<file path="src/rtl/arb_pkg.sv">
// arb_pkg: shared entry layout, mode encodings and burst-count helper for the arbiter FIFO read side.
package arb_pkg;
    localparam int PV_W = 8;
    localparam int ARB_DW = 32;
    localparam logic [1:0] MODE_IDLE = 2'b00;
    localparam logic [1:0] MODE_SLV0 = 2'b01;
    localparam logic [1:0] MODE_SLV1 = 2'b10;
    localparam logic [1:0] MODE_RSVD = 2'b11;

    typedef struct packed {
        logic              source;
        logic [1:0]        mode;
        logic [PV_W-1:0]   proc_val;
        logic [ARB_DW-1:0] data;
    } arb_entry_t;

    // Remaining-beat count after a delivered beat; a zero length counts as one beat.
    function automatic logic [PV_W-1:0] burst_next(input logic [PV_W-1:0] cnt, input logic [PV_W-1:0] pv);
        return cnt != '0 ? cnt - 1'b1 : (pv != '0 ? pv - 1'b1 : '0);
    endfunction
endpackage

</file>
<file path="src/rtl/drain_buf.sv">
// drain_buf: 2-entry in-order skid buffer; slot0 is always the head.
module drain_buf #(
    parameter int W = 41
) (
    input  logic         clk,
    input  logic         rst_n,
    input  logic         push,
    input  logic [W-1:0] push_data,
    input  logic         pop,
    output logic         head_valid,
    output logic [W-1:0] head_data,
    output logic [1:0]   occ
);
    logic [W-1:0] slot0, slot1;
    logic [1:0]   wr_idx;

    assign wr_idx     = occ - {1'b0, pop};
    assign head_valid = occ != 2'd0;
    assign head_data  = slot0;

    always_ff @(posedge clk or negedge rst_n) begin
        if (!rst_n) begin
            occ   <= '0;
            slot0 <= '0;
            slot1 <= '0;
        end else begin
            occ <= occ + {1'b0, push} - {1'b0, pop};
            if (pop) slot0 <= slot1;
            if (push && wr_idx == 2'd0) slot0 <= push_data;
            if (push && wr_idx == 2'd1) slot1 <= push_data;
        end
    end
endmodule

</file>
<file path="src/rtl/arb_fifo_drain.sv">
// arb_fifo_drain: pops arbiter FIFO entries, filters by mode, routes by source tag
// and pulses per-source completion when a burst is fully delivered.
module arb_fifo_drain import arb_pkg::*; #(
    parameter int DW = 32
) (
    input  logic          clk,
    input  logic          rst_n,
    input  logic          fifo_empty,
    output logic          fifo_rd_en,
    input  logic [DW+10:0] fifo_rd_data,
    output logic [DW-1:0] mstr0_data,
    output logic [DW-1:0] mstr1_data,
    output logic          mstr0_valid,
    output logic          mstr1_valid,
    input  logic          mstr0_ready,
    input  logic          mstr1_ready,
    output logic          mstr0_cmplt,
    output logic          mstr1_cmplt,
    output logic          mode_err
);
    localparam int BW = DW + 1 + PV_W;

    logic            rd_q, push, pop, head_valid, beat0, beat1;
    logic [1:0]      occ;
    logic [2:0]      credit_used;
    logic [BW-1:0]   head;
    logic            in_src, h_src;
    logic [1:0]      in_mode;
    logic [PV_W-1:0] in_pv, h_pv, cnt0, cnt1, nxt0, nxt1;
    logic [DW-1:0]   in_data, h_data;

    assign {in_src, in_mode, in_pv, in_data} = fifo_rd_data;
    assign push = rd_q & (in_mode == MODE_SLV0 || in_mode == MODE_SLV1);

    drain_buf #(.W(BW)) u_buf (
        .clk        (clk),
        .rst_n      (rst_n),
        .push       (push),
        .push_data  ({in_src, in_pv, in_data}),
        .pop        (pop),
        .head_valid (head_valid),
        .head_data  (head),
        .occ        (occ)
    );

    assign {h_src, h_pv, h_data} = head;
    assign mstr0_valid = head_valid & ~h_src;
    assign mstr1_valid = head_valid & h_src;
    assign mstr0_data  = mstr0_valid ? h_data : '0;
    assign mstr1_data  = mstr1_valid ? h_data : '0;
    assign beat0       = mstr0_valid & mstr0_ready;
    assign beat1       = mstr1_valid & mstr1_ready;
    assign pop         = beat0 | beat1;

    // The in-flight read reserves a slot even if its mode later drops it.
    assign credit_used = {1'b0, occ} - {2'b0, pop} + {2'b0, rd_q};
    assign fifo_rd_en  = rst_n & ~fifo_empty & (credit_used < 3'd2);

    assign nxt0 = burst_next(cnt0, h_pv);
    assign nxt1 = burst_next(cnt1, h_pv);

    always_ff @(posedge clk or negedge rst_n) begin
        if (!rst_n) begin
            rd_q        <= 1'b0;
            mode_err    <= 1'b0;
            cnt0        <= '0;
            cnt1        <= '0;
            mstr0_cmplt <= 1'b0;
            mstr1_cmplt <= 1'b0;
        end else begin
            rd_q        <= fifo_rd_en;
            mode_err    <= mode_err | (rd_q & in_mode == MODE_RSVD);
            if (beat0) cnt0 <= nxt0;
            if (beat1) cnt1 <= nxt1;
            mstr0_cmplt <= beat0 & (nxt0 == '0);
            mstr1_cmplt <= beat1 & (nxt1 == '0);
        end
    end
endmodule

</file>
<file path="config.mk">
export PLATFORM = sky130hd
export DESIGN_NAME = arb_fifo_drain
export DESIGN_NICKNAME = d
export VERILOG_FILES = /design/src/rtl/arb_pkg.sv /design/src/rtl/drain_buf.sv /design/src/rtl/arb_fifo_drain.sv
export SDC_FILE = /design/constraint.sdc
export NUM_CORES = 1
export LEC_CHECK = 0
export ABC_AREA = 1
export BUFFER_PORTS_ARGS = -buffer_cell sky130_fd_sc_hd__buf_2
export CAP_MARGIN = 20
export CORE_MARGIN = 5
export CORE_UTILIZATION = 55
export DETAILED_ROUTE_END_ITERATION = 7
export PLACE_DENSITY = 0.82
export SLEW_MARGIN = 5
export SYNTH_ARGS = -nofsm -noshare
export SYNTH_HDL_FRONTEND = slang
export SYNTH_SLANG_ARGS = --single-unit
</file>
<file path="constraint.sdc">
create_clock -name clk -period 5.1 [get_ports clk]
set_input_delay 0.255 -clock clk [delete_from_list [all_inputs] [get_ports clk]]
set_output_delay 0.255 -clock clk [all_outputs]
set_load 0.05 [all_outputs]
</file>
==> impl_metrics.toml, run 1 <==
[pwr]
switching_share_pct = 48.1
p_int_w = 0.00191
comb_power_share_pct = 50.8
p_seq_share_pct = 35.7
powerDensity_mw_per_mm2 = 572
p_clk_share_pct = 13.5
power.leakage_nw = 3.46
switchingPower_w = 0.00177
vdd_drop_max_uv = 258

[sta]
fmax_mhz = 299
worstMarginPinSlew_ps = 1010
fin_crit_ps = 3350
slew_headroom_pct = 32.7
fin_crit_sh_pct = 65.6
finalClockSkew_ps = 7.94
finalHoldViolCount = 0
grt_setup_unrepaired = "false"
finalSetupTns_ps = 0
finalSetupViolations = 0
slew_violations = 0

[critical_path]
worstSetupStartpointType = "register"
worst-path-buf-inv = 2
max_stage_delay_ps = 600
cp_max_fo = 45
cp.required_ps = 5350
crit_type = "reg -> reg"
worstPathCellList = "nor2_2 > nor2_2 > nand2_1 > nand2_1 > ha_1 > inv_1 > ha_1 > nor2_1 > nand2_2 > nand3_2 > buf_4 > nand2_1 > o21ai_1"
reg2reg_depth = 13
cpMostUsedCell = "nand2_1"
end_kind = "register"
slowest_stage = "nand3_2"
cp.depth = 13
arrival_ps = 3590
critPathTopFamily = "simple AND/OR/NAND/NOR gates"

[min_path]
holdPathStages = 2
hold_path.class = "in -> reg"

[routing]
ant_nets = 0
wl_per_cell_um = 12.9
viasPerCell = 5.07
drtIter0Drc = 334
num_vias = 5047
drc = 0
firstDrtPassIters = 5
drt-total-wl_um = 12800

[cells_and_area]
drive_above_1_share_pct = 20.0
nets = 917
stdcell_area_mm2 = 0.00643
area_growth_pct = 15.0
postLayoutCoreUtil_pct = 65.5
final_common_cell = "nand2_1"
layout_common_cells = "209 x nand2_1, 116 x buf_2, 104 x dfrtp_1"
nFillCells = 862
diodes = 0

[synthesis]
syn_area_mm2 = 0.00559
synth_top_area_share_pct = 46.6
syn_nets = 818
avgSynthCellArea_um2 = 7.37
synth-seq-cells = 104
synthDistinctLibCells = 30
ys.warnings.count = 0
netlist_instances = 758
synth_area_leaders = "dfrtp_1 47%, nand2_1 14%, o21ai_0 7.3%"
ys_seq_area_share_pct = 46.6
synth_top_area_cell = "dfrtp_1"

[clock_tree]
numCtsBuffers = 9
cts_tree = "built"
postCtsSetupBuffers = 0
insertion_delay_ps = 370
cts_root_buf = "clkbuf_8"
htreeDepth = 3
cts.clk_slew.worst_paths_ps = 100
cts_sinks = 104
clockBufferDepth = 2

[floorplan]
die_h_um = 111
fp.dieW_um = 111
dieArea_mm2 = 0.0123
coreArea_mm2 = 0.00982
ioPinCount = 118
row_count = 36
initial_utilization_pct = 56.9

[grt]
grt_pass1_wl_um = 22100
grtUsageTotal_pct = 21.4
grt_overflow = 0
antenna_found_initial = 0
grt_max_degree = 83
first_global_vias = 4954

[run_status]
status = "finished clean"

[place]
gp_congestion = 0.866
port_buffers = 117
dp_hpwl_um = 9250
postPlaceCellArea_mm2 = 0.00623

[job]
drv_cap = 0
synthesized netlist by cell type:
| master | count |
|---|---|
| o21ai_0 | 82 |
| nand4_1 | 4 |
| nor2_8 | 1 |
| nand2_4 | 3 |
| nor3_1 | 1 |
| o21a_1 | 2 |
| nand2_1 | 211 |
| dfrtp_1 | 104 |
| xor2_1 | 7 |
| xnor2_1 | 2 |
| inv_2 | 6 |
| ha_1 | 11 |
| nand3_2 | 3 |
| inv_1 | 100 |
| buf_1 | 1 |
| fa_1 | 1 |
| clkbuf_1 | 18 |
| nor2_1 | 83 |
| inv_6 | 1 |
| a21o_1 | 1 |
| o21ai_1 | 60 |
| nand3_1 | 20 |
| clkinv_1 | 1 |
| nand2_2 | 6 |
| buf_2 | 14 |
| o21ai_2 | 1 |
| nor2_2 | 10 |
| buf_4 | 1 |
| nor2_4 | 2 |
| o211ai_1 | 1 |
stage by stage:
step	hold slack [ps]	cells	setup slack [ps]	power, W
floorplan	-40.6	758	1390	0.00278
global placement	221	978	1990	0.00309
detailed placement	240	978	1780	0.00318
CTS	36.4	995	1770	0.00369
global route	41.4	995	1440	0.00399
finish	53.8	995	1750	0.00368
path summary, 6_finish.rpt:
path,from,to,slack (ps)
max in group asynchronous,rst_n,u_buf.head_data[38]$_DFFE_PN0P_,3490
setup reg to reg,u_buf.occ[1]$_DFF_PN0_,u_buf.head_data[26]$_DFFE_PN0P_,1750
setup / recovery,u_buf.occ[1]$_DFF_PN0_,u_buf.head_data[26]$_DFFE_PN0P_,1750
hold / removal,fifo_empty,rd_q$_DFF_PN0_,50
hold reg to reg,mode_err$_DFF_PN0_,mode_err$_DFF_PN0_,460
min in group asynchronous,rst_n,mode_err$_DFF_PN0_,360
registers in the layout (all words and copies together), names as in the netlist:
| register | cells |
|---|---|
| u_buf.head_data | 41 |
| u_buf.slot1 | 41 |
| cnt0 | 8 |
| cnt1 | 8 |
| u_buf.occ | 2 |
| mode_err | 1 |
| mstr0_cmplt | 1 |
| mstr1_cmplt | 1 |
| rd_q | 1 |
power by group through the flow:
stage               logic, W  clock network (W)  registers, W
CTS                  0.00187           0.000508       0.00131
detailed placement   0.00186                  0       0.00133
global placement     0.00178                  0       0.00131
global route         0.00210           0.000545       0.00135
floorplan            0.00149                  0       0.00130
finish               0.00187           0.000498       0.00131
layer usage:
metal | routed length, µm | part of all wire [%] | track usage (%) | vias to the layer above
met5 | 0 | 0 | 0 | -
met2 | 6230 | 49 | 35.6 | 145
met3 | 618 | 4.8 | 4.04 | 34
met4 | 317 | 2.5 | 9.11 | 0
met1 | 5660 | 44 | 27.3 | 2321
li1 | - | - | - | 2547
cells by family after synthesis:
family,after synthesis,synth area share (%)
AOI/OAI and AO/OA,147,13.4
buffers and inverters,142,10.0
adders and majority gates,12,2.82
xor gates and xnor gates,9,1.41
DFF,104,46.6
and+or+nand+nor,344,25.8
area by class of cell:
type                       instances  area, µm²  area share (%)
clock inverter                     5       38.8           0.603
tap                              133        166            2.59
sequential                       104       2600            40.5
inverter                         108        410            6.38
multi-input combinational        512       2430            37.8
clock buffer                      11        151            2.35
timing repair buffer             122        628            9.77
repair_timing:
| item | CTS | global route |
|---|---|---|
| resized for setup | 0 | 0 |
| hold buffers | 1 | 0 |
| endpoints found under the hold margin | 32 | 0 |
Power figures use the tool's default switching activity.
==> inputs of run 2 (changes only) <==
- ABC_AREA: 1 -> 0
- clock period: 5.1 -> 3.1 ns (I/O delays scaled with it)
==> impl_metrics.toml, run 2 <==
[clock_tree]
numCtsBuffers = 9
clockBufferDepth = 2
htreeDepth = 3
cts_tree = "built"
cts_sinks = 104
cts_root_buf = "clkbuf_8"
insertion_delay_ps = 370
cts.clk_slew.worst_paths_ps = 110

[sta]
slew_headroom_pct = 48.2
finalHoldViolCount = 0
fin_crit_ps = 3010
holdWs_ps = 29.5
timing.final.ws_setup_ps = 89.2
worstMarginPinSlew_ps = 777
finalSetupViolations = 0
fin_crit_sh_pct = 97.1
fmax_mhz = 332
slew_violations = 0
finalClockSkew_ps = 14.5

[cells_and_area]
layout_common_cells = "115 x buf_2, 103 x dfrtp_1, 65 x and2_1, 65 x nor2_1, 50 x a21oi_1"
multi_input_area_mm2 = 0.00289
nets = 714
drive_above_1_share_pct = 31.9
seq_area_mm2 = 0.00260
diodes = 0
area_growth_pct = 16.9
nFillCells = 861
final_common_cell = "buf_2"

[critical_path]
slowest_stage = "fa_2"
cpMostUsedCell = "inv_2"
ff2ff_setup_slack_ps = 420
end_kind = "output port"
worstSetupStartpointType = "register"
worst-path-buf-inv = 3
cp_max_fo = 5
cp.required_ps = 2940
max_stage_delay_ps = 530
worstPathCellList = "o21ba_2 > and2_4 > a21oi_4 > inv_2 > ha_1 > inv_2 > nand2_1 > fa_2 > nand2_2 > nor3_4 > buf_6"
crit_type = "reg -> out"
critPathTopFamily = "adder cells"
arrival_ps = 2860

[min_path]
hold_path.class = "in -> reg"

[place]
gp_congestion = 0.842
dp_hpwl_um = 8920
port_buffers = 117
place_ws_ps = 344

[synthesis]
ys_seq_area_share_pct = 46.1
synth_area_leaders = "dfrtp_1 46%, mux2_2 8.6%, mux2i_1 8.0%"
ys.warnings.count = 0
synthTopCellsByCount = "104 x dfrtp_1, 66 x and2_1, 65 x nor2_1, 50 x a21oi_1, 45 x mux2i_1"
synth_top_area_cell = "dfrtp_1"
synth_edf_count = 0
avgSynthCellArea_um2 = 10.4
synthMostInstantiatedCell = "dfrtp_1"
netlist_instances = 544
synth-seq-cells = 104
synthArstFlopShare_pct = 100
synth_top_area_share_pct = 46.1
syn_nets = 604
synthFlopType = "dfrtp_1"
synthDistinctLibCells = 65
syn_area_mm2 = 0.00565

[grt]
grt_overflow = 0
grt_max_degree = 83
gr-max-usage-layer = "met2"
met1_usage_pct = 24.4
gr-usage-met3_pct = 4.89
first_global_vias = 4613
antenna_found_initial = 0
grtUsageMet2_pct = 37.4
grt_pass1_wl_um = 21300
grtUsageTotal_pct = 20.5

[floorplan]
ioPinCount = 118
dieArea_mm2 = 0.0124
die_h_um = 111
coreArea_mm2 = 0.0102
row_count = 37
fp.dieW_um = 111
initial_utilization_pct = 55.5

[routing]
wl_per_cell_um = 15.9
firstDrtPassIters = 4
drtIter0Drc = 241
viasPerCell = 5.47
drc = 0
num_vias = 4342
ant_nets = 0
drt-total-wl_um = 12600

[pwr]
power.leakage_nw = 3.41
vdd_drop_max_uv = 491
powerDensity_mw_per_mm2 = 958

[run_status]
status = "finished clean"

[job]
drv_cap = 0
## run 2: cell types whose count changed after synthesis, moves of 8 or more
| cell | change |
|---|---|
| and2_1 | +66 |
| mux2_2 | +43 |
| mux2i_1 | +45 |
| nor3_1 | +8 |
| nor2_1 | -18 |
| nand3_1 | -18 |
| nor2_2 | -9 |
| inv_1 | -87 |
| nand2_1 | -196 |
| a21oi_1 | +50 |
| o21ai_0 | -75 |
| o21ai_1 | -60 |
| buf_2 | -13 |
## run 2: kinds of logic after synthesis
group           after synthesis  synth area share, %
compound gates               93                 10.3
xor+xnor                      8                 1.24
fa+ha+maj                    12                 2.79
buf+inv                      44                 3.34
flops                       104                 46.1
mux                          90                 17.1
simple gates                193                 19.2
## run 2: final timing paths
| kind | startpoint | endpoint | depth (start not counted) |
|---|---|---|---|
| worst max register to register | u_buf.head_data[40]$_DFFE_PN0P_ | u_buf.head_data[18]$_DFFE_PN0P_ | 12 |
| worst min register to register | mode_err$_DFF_PN0_ | mode_err$_DFF_PN0_ | 1 |
| min in group asynchronous | rst_n | cnt1[6]$_DFFE_PN0P_ | 2 |
| worst min-delay path | fifo_rd_data[20] | u_buf.slot1[20]$_DFFE_PN0P_ | 2 |
| worst max-delay path | u_buf.occ[1]$_DFF_PN0_ | fifo_rd_en | 11 |
| max in group asynchronous | rst_n | u_buf.head_data[35]$_DFFE_PN0P_ | 3 |
## run 2: layout make-up
| class | count | share of cell area, % |
|---|---|---|
| multi-input combinational | 396 | 43.8 |
| sequential | 104 | 39.4 |
| timing repair buffer | 129 | 10.6 |
| tap | 136 | 2.58 |
| clock buffer | 9 | 1.88 |
| clock inverter | 6 | 0.910 |
| inverter | 14 | 0.796 |
## run 2: power breakdown
part	total, W	internal [W]	switching [W]
Combinational	0.00319	0.00128	0.00190
Sequential	0.00232	0.00187	0.000455
Clock	0.000815	0.000313	0.000503
Total	0.00632	0.00347	0.00286
## run 2: per-stage QoR
| step | util (%) | TNS [ps] | total power [W] | instance area [µm²] | std cells |
|---|---|---|---|---|---|
| floorplan | - | -3950 | 0.00475 | 5660 | 544 |
| global route | 64.8 | -13.5 | 0.00676 | 6600 | 794 |
| CTS | 64.5 | 0 | 0.00632 | 6570 | 791 |
| finish | 64.8 | 0 | 0.00632 | 6600 | 794 |
| global placement | 62.5 | 0 | 0.00531 | 6360 | 774 |
| detailed placement | 62.5 | 0 | 0.00549 | 6360 | 774 |
## run 2: layer usage
layer  wire, µm  vias to the layer above
met5          0                        -
met4        154                        0
met3        622                       12
met2       6680                       91
met1       5160                     2121
li1           -                     2118
## run 2: repair_timing
action	in CTS	in global routing
pin swaps	0	1
gates cloned	0	0
gates resized for setup	2	5
hold buffers	2	0
setup buffers	0	3
endpoints found under the hold margin	49	0
endpoints found under the setup margin	1	1
==> inputs of run 3 (changes only) <==
- ABC_AREA: 0 -> 1
- CORE_UTILIZATION: 55 -> 50
- MAX_ROUTING_LAYER: unset -> met4
- PLACE_DENSITY: 0.82 -> 0.76
==> impl_metrics.toml, run 3 (synthesis results as in run 1) <==
[critical_path]
cpMostUsedCell = "nand2_1"
arrival_ps = 2690
cp_max_fo = 4
reg2reg_depth = 13
r2r_end = "u_buf.head_data[18]$_DFFE_PN0P_"
worstPathCellList = "nor2_2 > nor2_2 > nand2_1 > nand2_1 > ha_1 > inv_1 > nand2_1 > fa_1 > nand2_1 > nor3_4 > buf_2"
max_stage_delay_ps = 480
cp.required_ps = 2940
end_kind = "output port"
crit_type = "reg -> out"
slowest_stage = "fa_1"
worstSetupStartpointType = "register"
cp-startpoint = "u_buf.occ[1]$_DFF_PN0_"
ff2ff_setup_slack_ps = 540
timing.rr.start = "u_buf.occ[1]$_DFF_PN0_"

[clock_tree]
cts_resized = 0
cts.clk_slew.worst_paths_ps = 110
numCtsBuffers = 9
cts_sinks = 104
insertion_delay_ps = 380
postCtsSetupBuffers = 0
cts_root_buf = "clkbuf_8"
clockBufferDepth = 2
cts_tree = "built"
htreeDepth = 3

[cells_and_area]
drive_above_1_share_pct = 20.4
final_common_cell = "nand2_1"
layout_common_cells = "209 x nand2_1, 116 x buf_2, 104 x dfrtp_1"
diodes = 0
stdcell_area_mm2 = 0.00656
area_growth_pct = 17.4
nets = 923

[place]
port_buffers = 117
gp_congestion = 0.874
postPlaceCellArea_mm2 = 0.00631
dp_hpwl_um = 8870

[sta]
slew_headroom_pct = 54.0
finalHoldViolCount = 0
finalSetupViolations = 0
fin_crit_ps = 2850
fin_crit_sh_pct = 91.9
finalSetupTns_ps = 0
worstMarginPinSlew_ps = 690
slew_violations = 0
grt_setup_unrepaired = "false"
fmax_mhz = 351
finalClockSkew_ps = 16.1

[min_path]
holdPathStages = 3
hp-start = "fifo_rd_data[37]"
hold_path.class = "in -> reg"
whs_endpoint = "u_buf.slot1[37]$_DFFE_PN0P_"

[routing]
firstDrtPassIters = 5
drtIter0Drc = 333
drt-total-wl_um = 12300
ant_nets = 0
viasPerCell = 4.80
drc = 0
num_vias = 4839
wl_per_cell_um = 12.2

[floorplan]
fp.dieW_um = 116
dieArea_mm2 = 0.0134
ioPinCount = 118
row_count = 38
coreArea_mm2 = 0.0109
die_h_um = 116
initial_utilization_pct = 51.3

[pwr]
power.leakage_nw = 3.52
powerDensity_mw_per_mm2 = 946
p_total_w = 0.00620
vdd_drop_max_uv = 466

[grt]
first_global_vias = 4457
grt_max_degree = 83
grtUsageTotal_pct = 19.7
grt_overflow = 0
antenna_found_initial = 0
grt_pass1_wl_um = 20700

[job]
drv_cap = 0

[run_status]
status = "finished clean"
run 3: cell count changes in the layout (fill, tap and decap cells not counted), moves of 45 or more:
cell	before	now
a21oi_1	50	0
and2_1	65	0
inv_1	12	100
mux2i_1	45	0
nand2_1	13	209
o21ai_0	7	82
o21ai_1	0	60
run 3: power by group:
| group | switching [W] | internal (W) | total, W |
|---|---|---|---|
| clock network | 0.000493 | 0.000470 | 0.000962 |
| registers | 0.000288 | 0.00186 | 0.00214 |
| logic | 0.00211 | 0.000986 | 0.00309 |
run 3: metrics by stage:
stage	instances	utilization [%]	hold slack [ps]	worst slack [ps]
after floorplan	758	-	-141	76.6
after global placement	990	58.0	212	667
after detailed placement	990	58.0	217	540
after CTS	1008	60.2	15.5	206
after global routing	1008	60.2	33.6	62.7
final	1008	60.2	31.0	251
run 3: layer usage:
layer  vias to the layer above  track usage, %  share of wire, %
met3                         6            5.07               4.6
li1                       2558               -                 -
met5                         -               -                 0
met1                      2193            25.9                46
met2                        82            32.1                48
met4                         0            2.32              0.59
run 3: worst max-delay path by stage:
stage,end,slack (ps),cells after the start
2_1_floorplan,rd_q$_DFF_PN0_,80,11
3_3_place_gp,u_buf.slot1[36]$_DFFE_PN0P_,670,12
3_5_place_dp,u_buf.head_data[3]$_DFFE_PN0P_,540,13
4_1_cts,fifo_rd_en,210,11
5_1_grt,fifo_rd_en,60,11
6_report,fifo_rd_en,250,11
run 3: worst max-delay path, delay by kind of cell (launching register included):
| family | cells | cell delay [ps] |
|---|---|---|
| adder cells (fa/ha/maj) | 2 | 760 |
| buffers and inverters | 2 | 370 |
| flip-flops | 1 | 460 |
| AND/OR/NAND/NOR | 7 | 740 |
run 3: what timing repair did:
action                                  4_1_cts  5_1_grt
endpoints found under the setup margin        0        0
endpoints found under the hold margin        49        0
hold buffers                                  2        0
run 3: final cells by class:
class,instances,area [µm²]
sequential,104,2600
inverter,108,410
clock inverter,6,98.8
tap,140,175
timing repair buffer,128,701
clock buffer,10,128
multi-input combinational,512,2440
fill,1003,4330
